$ cat src/rtl/bvudiv_pkg.sv
// Shared types and constants for the unsigned divide witness checker.
package bvudiv_pkg;

    localparam int WIDTH_DEFAULT = 4;

    typedef enum logic [1:0] {
        IDLE = 2'd0,
        DIV  = 2'd1,
        DONE = 2'd2
    } state_t;

endpackage

$ cat src/rtl/bvudiv_step.sv
// One restoring shift-subtract iteration: shift the next dividend bit into the
// partial remainder, subtract the divisor and keep the difference if no borrow.
module bvudiv_step
    import bvudiv_pkg::*;
#(
    parameter int WIDTH = WIDTH_DEFAULT
) (
    input  logic [WIDTH:0]   prem,
    input  logic [WIDTH-1:0] divisor,
    input  logic             next_bit,
    output logic [WIDTH:0]   prem_next,
    output logic             q_bit
);

    logic [WIDTH:0]   shifted;
    logic [WIDTH+1:0] diff;

    // Trial subtract one bit wider than the shifted remainder so its MSB is the borrow.
    always_comb begin
        shifted   = (prem << 1) | {{WIDTH{1'b0}}, next_bit};
        diff      = {1'b0, shifted} - {2'b00, divisor};
        q_bit     = ~diff[WIDTH+1];
        prem_next = q_bit ? diff[WIDTH:0] : shifted;
    end

endmodule

$ cat config.mk
export PLATFORM = sky130hd
export DESIGN_NAME = bvudiv_step
export DESIGN_NICKNAME = d
export VERILOG_FILES = /design/src/rtl/bvudiv_pkg.sv /design/src/rtl/bvudiv_step.sv
export SDC_FILE = /design/constraint.sdc
export NUM_CORES = 1
export LEC_CHECK = 0
export ABC_AREA = 1
export BUFFER_PORTS_ARGS = -buffer_cell sky130_fd_sc_hd__buf_2
export CORE_AREA = 2 2 39 41
export DETAILED_ROUTE_END_ITERATION = 6
export DIE_AREA = 0 0 41 43
export PLACE_DENSITY = 0.42
export SYNTH_ARGS = -nofsm -noshare
export SYNTH_HDL_FRONTEND = slang
export SYNTH_SLANG_ARGS = --single-unit
export TNS_END_PERCENT = 1
$ cat constraint.sdc
create_clock -name vclk -period 1.8
set_clock_uncertainty 0.1 [all_clocks]
set_input_delay 0.45 -clock vclk [all_inputs]
set_output_delay 0.45 -clock vclk [all_outputs]
set_load 0.01 [all_outputs]
Word level (Yosys, flattened, before mapping) --
Index checks and enable logic that the tools add are counted. Widths: inputs -> output; s select.
Cells by class: $add $sub $neg 1, multiplexer cells 1, bitwise operators 2
Operator list (number):
- $sub 5x4->6 | 1
- $mux 5 | 1
- $or 5x1->5 | 1
- $not 1->1 | 1
Storage, ports and cells: register bits 0, word-level logic and storage cells 4

Depth between registers and ports, before layout --
Gate-level depths: netlist (run 1).
word-level depth 3, mapped depth 10, mapped depth without buffers 10

Worst setup path before layout (run 1) --
No wires, ideal clock.
kind input port to output port, start in next_bit, end out prem_next[4], arrival 1407 ps, slack -157 ps, stages on the path 9, path buffers 0, cell sequence inv_1 > ha_1 > inv_1 > fa_1 > nand3_1 > nand4_1 > nand2_1 > nand2_1 > inv_1
On the way: word-level cells in the longest chain between the ends 3
RTL lines:
- start, declared | line bvudiv_step.sv:10 | input logic next_bit,
- $or 5x1->5 | line bvudiv_step.sv:20 | shifted = (prem << 1) | {{WIDTH{1'b0}}, next_bit};
- $sub 5x4->6 | line bvudiv_step.sv:21 | diff = {1'b0, shifted} - {2'b00, divisor};
- $mux 5 | line bvudiv_step.sv:23 | prem_next = q_bit ? diff[WIDTH:0] : shifted;
- end, declared | line bvudiv_step.sv:11 | output logic [WIDTH:0] prem_next,
Every way passes these cells.

Worst setup path after layout (run 1) --
Same ends and word-level chain as after synthesis.

==> metrics.log, run 1 <==
[metrics] sequential cell area in the final layout: 0 µm²
[metrics] routability congestion estimate from global placement: 0.716
[metrics] DR DRC count: 0
[metrics] headroom to the max-slew limit: between 80 and 90%
[metrics] global routing usage summed across all routing layers: 7.89%
[metrics] area added between synthesis and finish: 97.6%
[metrics] Post-CTS Hold Buffers: 0
[metrics] GR Layer Usage met3: 0%
[metrics] Worst Tran Pin Value: 0.194 ns
[metrics] Placement Cell Area: between 400 and 500 µm²
[metrics] synthesis warning total: 0
[metrics] maximum VDD drop: approximately 120 µV
[metrics] post-detailed-route wirelength per cell: 7.99 µm
[metrics] Period minus WS final: approximately 2.1 ns
[metrics] busiest grt layer: met2
[metrics] final instance area: roughly 500 µm²
[metrics] Worst Hold Launch: prem[2]
[metrics] Design Power: ~0.17 mW
[metrics] sum of net half-perimeters after detailed placement: about 550 µm
[metrics] number of failing hold endpoints at the final stage: 0
[metrics] Via density: slightly below 4
[metrics] pwr/cell area: approximately 330 nW/µm²
[metrics] antenna fix cells: 0
[metrics] layout cell share with drive strength beyond 1: between 50% and 60%
[metrics] worst hold endpoint: prem_next[3]
[metrics] worst hold stages: 4
[metrics] met1 Track Usage GR: between 10% and 20%
[metrics] kind of end point of the critical path: output pin
[metrics] maximum fanout encountered on the critical timing path: 2
[metrics] Routed WL: 679 µm
[metrics] worst path setup slack after routing: -0.310 ns
[metrics] achievable frequency: approximately 470 MHz
[metrics] Worst Path Arrival: roughly 1.6 ns
[metrics] RSZ-0062 raised after global routing: true
[metrics] number of cells after detailed placement: 84
[metrics] HP Class: input port to output pin
[metrics] FF+latch count: 0
[metrics] count of different cell masters after synthesis: 14
[metrics] required time of the worst setup path: ~1.3 ns
[metrics] nature of the critical path startpoint: input port
[metrics] count of vias placed by the detailed router: approximately 330
[metrics] final hold slack: ~1.2 ns
[metrics] leakage power total: 0.293 nW
[metrics] overall overflow remaining after global route: 0
[metrics] antenna viol nets, final: 0
[metrics] Gate Count Post-Synth: 45
[metrics] number of global-route vias before repair: 296
[metrics] global routing usage on met2: 14.4%
[metrics] number of input and output port buffers inserted: 15
[metrics] syn nets: 60
[metrics] pin count of the biggest net entering global routing: 6
[metrics] site row count: 14
[metrics] Final Max Slew Viols: 0
[metrics] die span in y: 43 µm
[metrics] wire length of the first global-routing pass: about 1.1 mm
[metrics] final worst path period share: 117%
[metrics] total negative slack for setup checks: -1.48 ns
[metrics] share of the yosys chip area belonging to registers: 0%
[metrics] Finish-stage setup viols: 6
[metrics] violated checks: negative setup slack
[metrics] number of maximum-capacitance constraint violations: 0
[metrics] number of ports placed on the die boundary: 16
[metrics] nets@finish: 86
[metrics] starting utilization of the core area: between 10% and 20%
[metrics] filler-free cell count of the finished design: 85
[metrics] initial antenna violation count: 0
[metrics] Setup Crit Path Kind: input port to output pin
[metrics] cell area after synthesis: between 200 and 300 µm²
[metrics] Std-Cell Core Area: 1380 µm²
[metrics] Mean Syn Cell Area: approximately 5.7 µm²
[metrics] status: finished with violations
[metrics] DIE AREA: ~1800 µm²
[metrics] number of DRC violations after detailed-routing iteration 0: 1
[metrics] x dimension of the die: 41 µm
[metrics] layout clock buffer count: 0
[metrics] number of optimization iterations in the first detailed-route pass: 2
## worst max-delay path, cell delays in order
cell	delay (ns)
sky130_fd_sc_hd__buf_8	0.10
sky130_fd_sc_hd__inv_4	0.05
sky130_fd_sc_hd__ha_4	0.13
sky130_fd_sc_hd__inv_4	0.03
sky130_fd_sc_hd__fa_2	0.35
sky130_fd_sc_hd__nand3_2	0.09
sky130_fd_sc_hd__nand3_2	0.06
sky130_fd_sc_hd__nand2_1	0.05
sky130_fd_sc_hd__nand2_1	0.04
sky130_fd_sc_hd__nand2_1	0.06
sky130_fd_sc_hd__inv_2	0.04
sky130_fd_sc_hd__buf_6	0.11
## power breakdown
part | internal [mW] | leakage [nW] | total (mW) | switching (mW)
sequential | 0 | 0 | 0 | 0
clock | 0 | 0 | 0 | 0
combinational | 0.0847 | 0.293 | 0.170 | 0.0857
total | 0.0847 | 0.293 | 0.170 | 0.0857
## cell type report
class	count	area [µm²]
Timing Repair Buffer	24	169
Fill cell	152	875
Tap cell	16	20.0
Inverter	12	50.0
Multi-Input combinational cell	33	270
## cell usage after synthesis, drive strengths merged
cell   instances  share of area (%)
nand3          6                 14
nor2           3                7.3
a21oi          1                1.9
ha             4                 19
o21ai          1                1.9
inv           12                 17
nand2         14                 22
fa             1                7.8
xor2           1                3.4
or2            1                2.4
nand4          1                2.4
## through the flow
stage | setup slack (ns) | utilization [%]
global route | -0.387 | 36.8
floorplan | -0.0872 | -
global placement | -0.379 | 30.4
detailed placement | -0.390 | 30.4
finish | -0.310 | 36.8
CTS | -0.369 | 33.8
## placed cells by master (no fill, tap or decap)
master / netlist / routed
sky130_fd_sc_hd__buf_4: 0 / 8
sky130_fd_sc_hd__inv_2: 0 / 1
sky130_fd_sc_hd__nor2_4: 1 / 1
sky130_fd_sc_hd__inv_1: 12 / 9
sky130_fd_sc_hd__o21ai_0: 1 / 1
sky130_fd_sc_hd__nor2_1: 2 / 2
sky130_fd_sc_hd__xor2_1: 1 / 1
sky130_fd_sc_hd__buf_8: 0 / 1
sky130_fd_sc_hd__nand4_1: 1 / 1
sky130_fd_sc_hd__ha_1: 4 / 3
sky130_fd_sc_hd__fa_2: 0 / 1
sky130_fd_sc_hd__nand2_1: 12 / 8
sky130_fd_sc_hd__buf_2: 0 / 12
sky130_fd_sc_hd__nand3_2: 1 / 2
sky130_fd_sc_hd__nand2_4: 0 / 3
sky130_fd_sc_hd__buf_6: 0 / 3
sky130_fd_sc_hd__ha_4: 0 / 1
sky130_fd_sc_hd__a21oi_1: 1 / 1
sky130_fd_sc_hd__or2_0: 1 / 1
sky130_fd_sc_hd__inv_4: 0 / 2
sky130_fd_sc_hd__nand3_1: 5 / 3
sky130_fd_sc_hd__nand2_2: 2 / 3
sky130_fd_sc_hd__nand3_4: 0 / 1
## cells by family (layout without fill, tap and decap cells)
| group | Yosys count | after routing | share of synthesized area (%) |
|---|---|---|---|
| and+or+nand+nor | 25 | 25 | 48.1 |
| buffers and inverters | 12 | 36 | 17.5 |
| xor gates and xnor gates | 1 | 1 | 3.40 |
| AOI/OAI and AO/OA | 2 | 2 | 3.88 |
| adders and majority gates | 5 | 5 | 27.2 |
## repair_timing
action                     in CTS  in global routing
pin swaps                       3                  2
setup endpoints to repair       6                  6
gates resized for setup        10                 10
buffers inserted                1                  0
cloned                          0                  0
## routing by layer
metal  wire (µm)  part of all wire [%]  vias to the layer above
met5           0                     0                        -
met4           0                     0                        0
met3          37                   5.4                        0
li1            -                     -                      188
met1         320                    47                      135
met2         320                    47                       11
## worst max-delay path by stage
stage | from | end | slack [ns] | depth (start not counted)
2_1_floorplan | next_bit | prem_next[4] | -0.09 | 10
3_3_place_gp | next_bit | prem_next[4] | -0.38 | 12
3_5_place_dp | next_bit | prem_next[4] | -0.39 | 12
4_1_cts | next_bit | prem_next[4] | -0.37 | 12
5_1_grt | next_bit | prem_next[2] | -0.39 | 9
6_report | next_bit | prem_next[4] | -0.31 | 12
Power figures use the tool's default switching activity.
==> run 2: changes to the inputs <==
- GPL_TIMING_DRIVEN: not set -> 0
- MAX_ROUTING_LAYER: not set -> met4
==> metrics.log, run 2 (synthesis gave the netlist of run 1 again) <==
[metrics] status: finished with violations
[metrics] violated checks: negative setup slack
[metrics] CP Launch Point: next_bit
[metrics] achievable frequency: around 470 MHz
[metrics] number of cells after detailed placement: 76
[metrics] pwr/cell area: 335 nW/µm²
[metrics] Final Max Slew Viols: 0
[metrics] sequential group share of total power: 0%
[metrics] DR DRC count: 0
[metrics] Worst Tran Pin Value: about 0.18 ns
[metrics] area added between synthesis and finish: 66.5%
[metrics] routability congestion estimate from global placement: roughly 0.7
[metrics] final worst path period share: 118%
[metrics] leakage power total: 0.237 nW
[metrics] layout clock buffer count: 0
[metrics] Setup Crit Path Kind: input port to output pin
[metrics] Std-Cell Core Area: 1380 µm²
[metrics] wire length of the first global-routing pass: ~950 µm
[metrics] count of vias placed by the detailed router: between 300 and 400
[metrics] Comb pwr share: 100.0%
[metrics] pin count of the biggest net entering global routing: 7
[metrics] P_sw: 0.0775 mW
[metrics] number of optimization iterations in the first detailed-route pass: 3
[metrics] site row count: 14
[metrics] initial antenna violation count: 0
[metrics] number of global-route vias before repair: 263
[metrics] nature of the critical path startpoint: input port
[metrics] Via density: between 4 and 5
[metrics] number of failing hold endpoints at the final stage: 0
[metrics] antenna viol nets, final: 0
[metrics] global routing usage summed across all routing layers: about 7.4%
[metrics] layout cell share with drive strength beyond 1: about half
[metrics] FF+latch count: 0
[metrics] Period minus WS final: approximately 2.1 ns
[metrics] nets@finish: between 70 and 80
[metrics] required time of the worst setup path: between 1 and 1.5 ns
[metrics] filler-free cell count of the finished design: 76
[metrics] DIE AREA: around 1800 µm²
[metrics] number of DRC violations after detailed-routing iteration 0: 4
[metrics] worst hold stages: 4
[metrics] Worst Path Arrival: about 1.6 ns
[metrics] sequential cell area in the final layout: 0 µm²
[metrics] antenna fix cells: 0
[metrics] RSZ-0062 raised after global routing: true
[metrics] clock share of power: 0%
[metrics] headroom to the max-slew limit: between 80% and 90%
[metrics] sum of net half-perimeters after detailed placement: between 500 and 600 µm
[metrics] number of maximum-capacitance constraint violations: 0
[metrics] HP Class: input port to output pin
[metrics] worst hold endpoint: prem_next[0]
[metrics] maximum VDD drop: 82.7 µV
[metrics] number of ports placed on the die boundary: 16
[metrics] worst path setup slack after routing: -0.320 ns
[metrics] Routed WL: approximately 650 µm
[metrics] post-detailed-route wirelength per cell: 8.59 µm
[metrics] final hold slack: about 1.1 ns
[metrics] leading cell type in the layout, fill and taps excluded: sky130_fd_sc_hd__buf_2
[metrics] die span in y: about 43 µm
[metrics] Worst Hold Launch: next_bit
[metrics] starting utilization of the core area: 18.6%
[metrics] leading cell types in the layout, fill and taps excluded: sky130_fd_sc_hd__buf_2, sky130_fd_sc_hd__nand2_1, sky130_fd_sc_hd__inv_1
[metrics] maximum fanout encountered on the critical timing path: 2
[metrics] kind of end point of the critical path: output pin
[metrics] number of input and output port buffers inserted: 15
[metrics] Int Pwr: roughly 0.066 mW
[metrics] share of the core filled with cells: 31.0%
[metrics] overall overflow remaining after global route: 0
[metrics] fill cell total of the finished layout: about 160
[metrics] Finish-stage setup viols: 6
[metrics] x dimension of the die: 41 µm
[metrics] Net Sw Frac: 53.9%
## run 2: changes by cell type in the layout (fill, tap and decap cells not counted), sizes merged
cell,before,now
buf,24,15
## run 2: layer usage
| layer | global-route usage [%] | vias to the layer above | share of wire (%) |
|---|---|---|---|
| met5 | - | - | 0 |
| met4 | 0 | 0 | 0 |
| met3 | 0 | 0 | 7.5 |
| met2 | 13.1 | 11 | 50 |
| met1 | 9.49 | 145 | 43 |
| li1 | - | 171 | - |
## run 2: cell type report
| type | count | area [µm²] | area share (%) |
|---|---|---|---|
| inverters | 12 | 50.0 | 11.7 |
| multi-input cells | 33 | 268 | 62.4 |
| well taps | 16 | 20.0 | 4.66 |
| repair buffers | 15 | 91.3 | 21.3 |
## run 2: worst max-delay path, stage by stage
cell                      delay (ns)
sky130_fd_sc_hd__buf_8          0.10
sky130_fd_sc_hd__inv_4          0.05
sky130_fd_sc_hd__ha_4           0.13
sky130_fd_sc_hd__inv_4          0.03
sky130_fd_sc_hd__fa_2           0.36
sky130_fd_sc_hd__nand3_2        0.09
sky130_fd_sc_hd__nand3_2        0.06
sky130_fd_sc_hd__nand2_1        0.05
sky130_fd_sc_hd__nand2_1        0.04
sky130_fd_sc_hd__nand2_1        0.06
sky130_fd_sc_hd__inv_2          0.03
sky130_fd_sc_hd__buf_6          0.11
## run 2: per-stage QoR
| stage | power [mW] | worst slack, ns | TNS (ns) | cell area (µm²) |
|---|---|---|---|---|
| 2_1_floorplan | 0.0778 | -0.0872 | -0.230 | 265 |
| 3_3_place_gp | 0.119 | -0.377 | -1.63 | 360 |
| 3_5_place_dp | 0.121 | -0.394 | -1.71 | 360 |
| 4_1_cts | 0.137 | -0.373 | -1.59 | 408 |
| 5_1_grt | 0.163 | -0.367 | -1.71 | 429 |
| 6_report | 0.144 | -0.320 | -1.21 | 429 |
## run 2: how the worst max path moves through the flow
stage               depth (start not counted)      endpoint  slack [ns]
global placement                           12  prem_next[4]       -0.38
detailed placement                         12  prem_next[4]       -0.39
CTS                                        12  prem_next[4]       -0.37
global route                               12  prem_next[4]       -0.37
floorplan                                  10  prem_next[4]       -0.09
finish                                     12  prem_next[4]       -0.32
## run 2: power groups by stage
| stage | logic, mW | clock network [mW] | registers [mW] |
|---|---|---|---|
| 2_1_floorplan | 0.0778 | 0 | 0 |
| 3_3_place_gp | 0.119 | 0 | 0 |
| 3_5_place_dp | 0.121 | 0 | 0 |
| 4_1_cts | 0.137 | 0 | 0 |
| 5_1_grt | 0.163 | 0 | 0 |
| 6_report | 0.144 | 0 | 0 |
## run 2: timing repair
item	in CTS	in global routing
pin swaps	4	1
setup endpoints to repair	6	6
buffers inserted	0	0
hold endpoints to repair	0	0
gates resized for setup	10	5
hold buffers	0	0
==> run 3: changes to the inputs <==
- CELL_PAD_IN_SITES_DETAIL_PLACEMENT: not set -> 1
- CELL_PAD_IN_SITES_GLOBAL_PLACEMENT: not set -> 2
- CORE_AREA: 2 2 39 41 -> not set
- CORE_MARGIN: not set -> 1.5
- CORE_UTILIZATION: not set -> 19
- DIE_AREA: 0 0 41 43 -> not set
- PLACE_DENSITY: 0.42 -> 0.79
==> metrics.log, run 3 (synthesis gave the netlist of run 1 again) <==
[metrics] Worst Tran Pin Value: between 0.15 and 0.2 ns
[metrics] nets@finish: just under 80
[metrics] number of DRC violations after detailed-routing iteration 0: 0
[metrics] number of failing hold endpoints at the final stage: 0
[metrics] Via density: approximately 4.3
[metrics] RSZ-0062 raised after global routing: true
[metrics] pwr/cell area: 336 nW/µm²
[metrics] area added between synthesis and finish: 68.0%
[metrics] worst setup slack before clock tree synthesis: -0.388 ns
[metrics] headroom to the max-slew limit: 87.2%
[metrics] maximum fanout encountered on the critical timing path: 2
[metrics] number of optimization iterations in the first detailed-route pass: 1
[metrics] Critical Path Sink: prem_next[4]
[metrics] pin count of the biggest net entering global routing: 7
[metrics] worst path setup slack after routing: -0.292 ns
[metrics] Worst Path Arrival: ~1.5 ns
[metrics] maximum VDD drop: a little under 100 µV
[metrics] Period minus WS final: between 2 and 2.5 ns
[metrics] critical path cell sequence: buf_8 -> inv_4 -> ha_4 -> inv_4 -> fa_2 -> nand3_2 -> nand3_2 -> nand2_1 -> nand2_1 -> nand2_1 -> inv_2 -> buf_6
[metrics] die span in y: 39.8 µm
[metrics] number of cells after detailed placement: 75
[metrics] site row count: 13
[metrics] number of maximum-capacitance constraint violations: 0
[metrics] nature of the critical path startpoint: input port
[metrics] GR Layer Usage met3: 0%
[metrics] overall overflow remaining after global route: 0
[metrics] total negative slack for setup checks: -1.24 ns
[metrics] routability congestion estimate from global placement: between 0.6 and 0.7
[metrics] leakage power total: between 0.2 and 0.25 nW
[metrics] leading cell type in the layout, fill and taps excluded: sky130_fd_sc_hd__buf_2
[metrics] final worst path period share: 116%
[metrics] Post-CTS Hold Buffers: 0
[metrics] Std-Cell Core Area: 1280 µm²
[metrics] cell with the largest stage delay on the worst path: sky130_fd_sc_hd__fa_2
[metrics] most frequent cell on the critical path: sky130_fd_sc_hd__nand2_1
[metrics] maximum single-stage delay on the critical path: 0.35 ns
[metrics] leading cell types in the layout, fill and taps excluded: sky130_fd_sc_hd__buf_2, sky130_fd_sc_hd__nand2_1, sky130_fd_sc_hd__inv_1
[metrics] FF+latch count: 0
[metrics] DIE AREA: ~1600 µm²
[metrics] starting utilization of the core area: about a fifth
[metrics] kind of end point of the critical path: output pin
[metrics] CP Launch Point: next_bit
[metrics] initial antenna violation count: 0
[metrics] global routing usage summed across all routing layers: a little over 10%
[metrics] sum of net half-perimeters after detailed placement: roughly 570 µm
[metrics] wire length of the first global-routing pass: about 1.1 mm
[metrics] status: finished with violations
[metrics] busiest grt layer: met2
[metrics] required time of the worst setup path: 1.25 ns
[metrics] Setup Crit Path Kind: input port to output pin
[metrics] violated checks: negative setup slack
[metrics] count of vias placed by the detailed router: roughly 330
[metrics] number of ports placed on the die boundary: 16
[metrics] Design Power: approximately 0.15 mW
[metrics] layout clock buffer count: 0
[metrics] Routed WL: between 600 and 700 µm
[metrics] x dimension of the die: 39.8 µm
[metrics] HP Class: input port to output pin
[metrics] global routing usage on met2: 19.7%
[metrics] antenna viol nets, final: 0
[metrics] antenna fix cells: 0
[metrics] met1 Track Usage GR: ~12%
[metrics] Finish-stage setup viols: 6
[metrics] number of input and output port buffers inserted: 15
[metrics] achievable frequency: 478 MHz
[metrics] final hold slack: roughly 1.1 ns
[metrics] Final Max Slew Viols: 0
[metrics] filler-free cell count of the finished design: between 70 and 80
[metrics] number of global-route vias before repair: 275
[metrics] post-detailed-route wirelength per cell: roughly 9 µm
[metrics] sequential cell area in the final layout: 0 µm²
[metrics] layout cell share with drive strength beyond 1: around 48%
[metrics] fill cell total of the finished layout: roughly 180
[metrics] DR DRC count: 0
-- run 3: report_power, final --
group          internal, mW  switching [mW]
clock                     0               0
sequential                0               0
combinational        0.0663          0.0792
-- run 3: stage by stage --
stage	utilization, %	cell area [µm²]
finish	33.7	433
floorplan	-	265
global route	33.7	433
detailed placement	27.9	359
CTS	32.0	412
global placement	27.9	359
-- run 3: cell type report --
type	count	area, µm²	share of cell area, %
multi-input cells	33	265	61.3
repair buffers	16	98.8	22.8
inverters	12	50.0	11.6
well taps	15	18.8	4.34
-- run 3: metal layers --
layer / wire (µm) / share of wire [%]
met3: 42 / 6.1
met5: 0 / 0
met1: 299 / 43
met4: 0 / 0
met2: 347 / 50
-- run 3: worst max-delay path, delay by kind of cell --
family / cells / cell delay, ns
adders and majority gates: 2 / 0.47
buffers and inverters: 5 / 0.31
and+or+nand+nor: 5 / 0.31
-- run 3: worst min path at each step --
stage,from,depth (start not counted),end
finish,next_bit,4,prem_next[0]
global route,next_bit,4,prem_next[0]
CTS,next_bit,4,prem_next[0]
detailed placement,next_bit,4,prem_next[0]
global placement,next_bit,4,prem_next[0]
floorplan,prem[3],2,q_bit
-- run 3: what timing repair did --
action | in CTS | in global routing
setup buffers | 0 | 1
resized for setup | 11 | 3
setup endpoints to repair | 6 | 6
pin swaps | 4 | 3
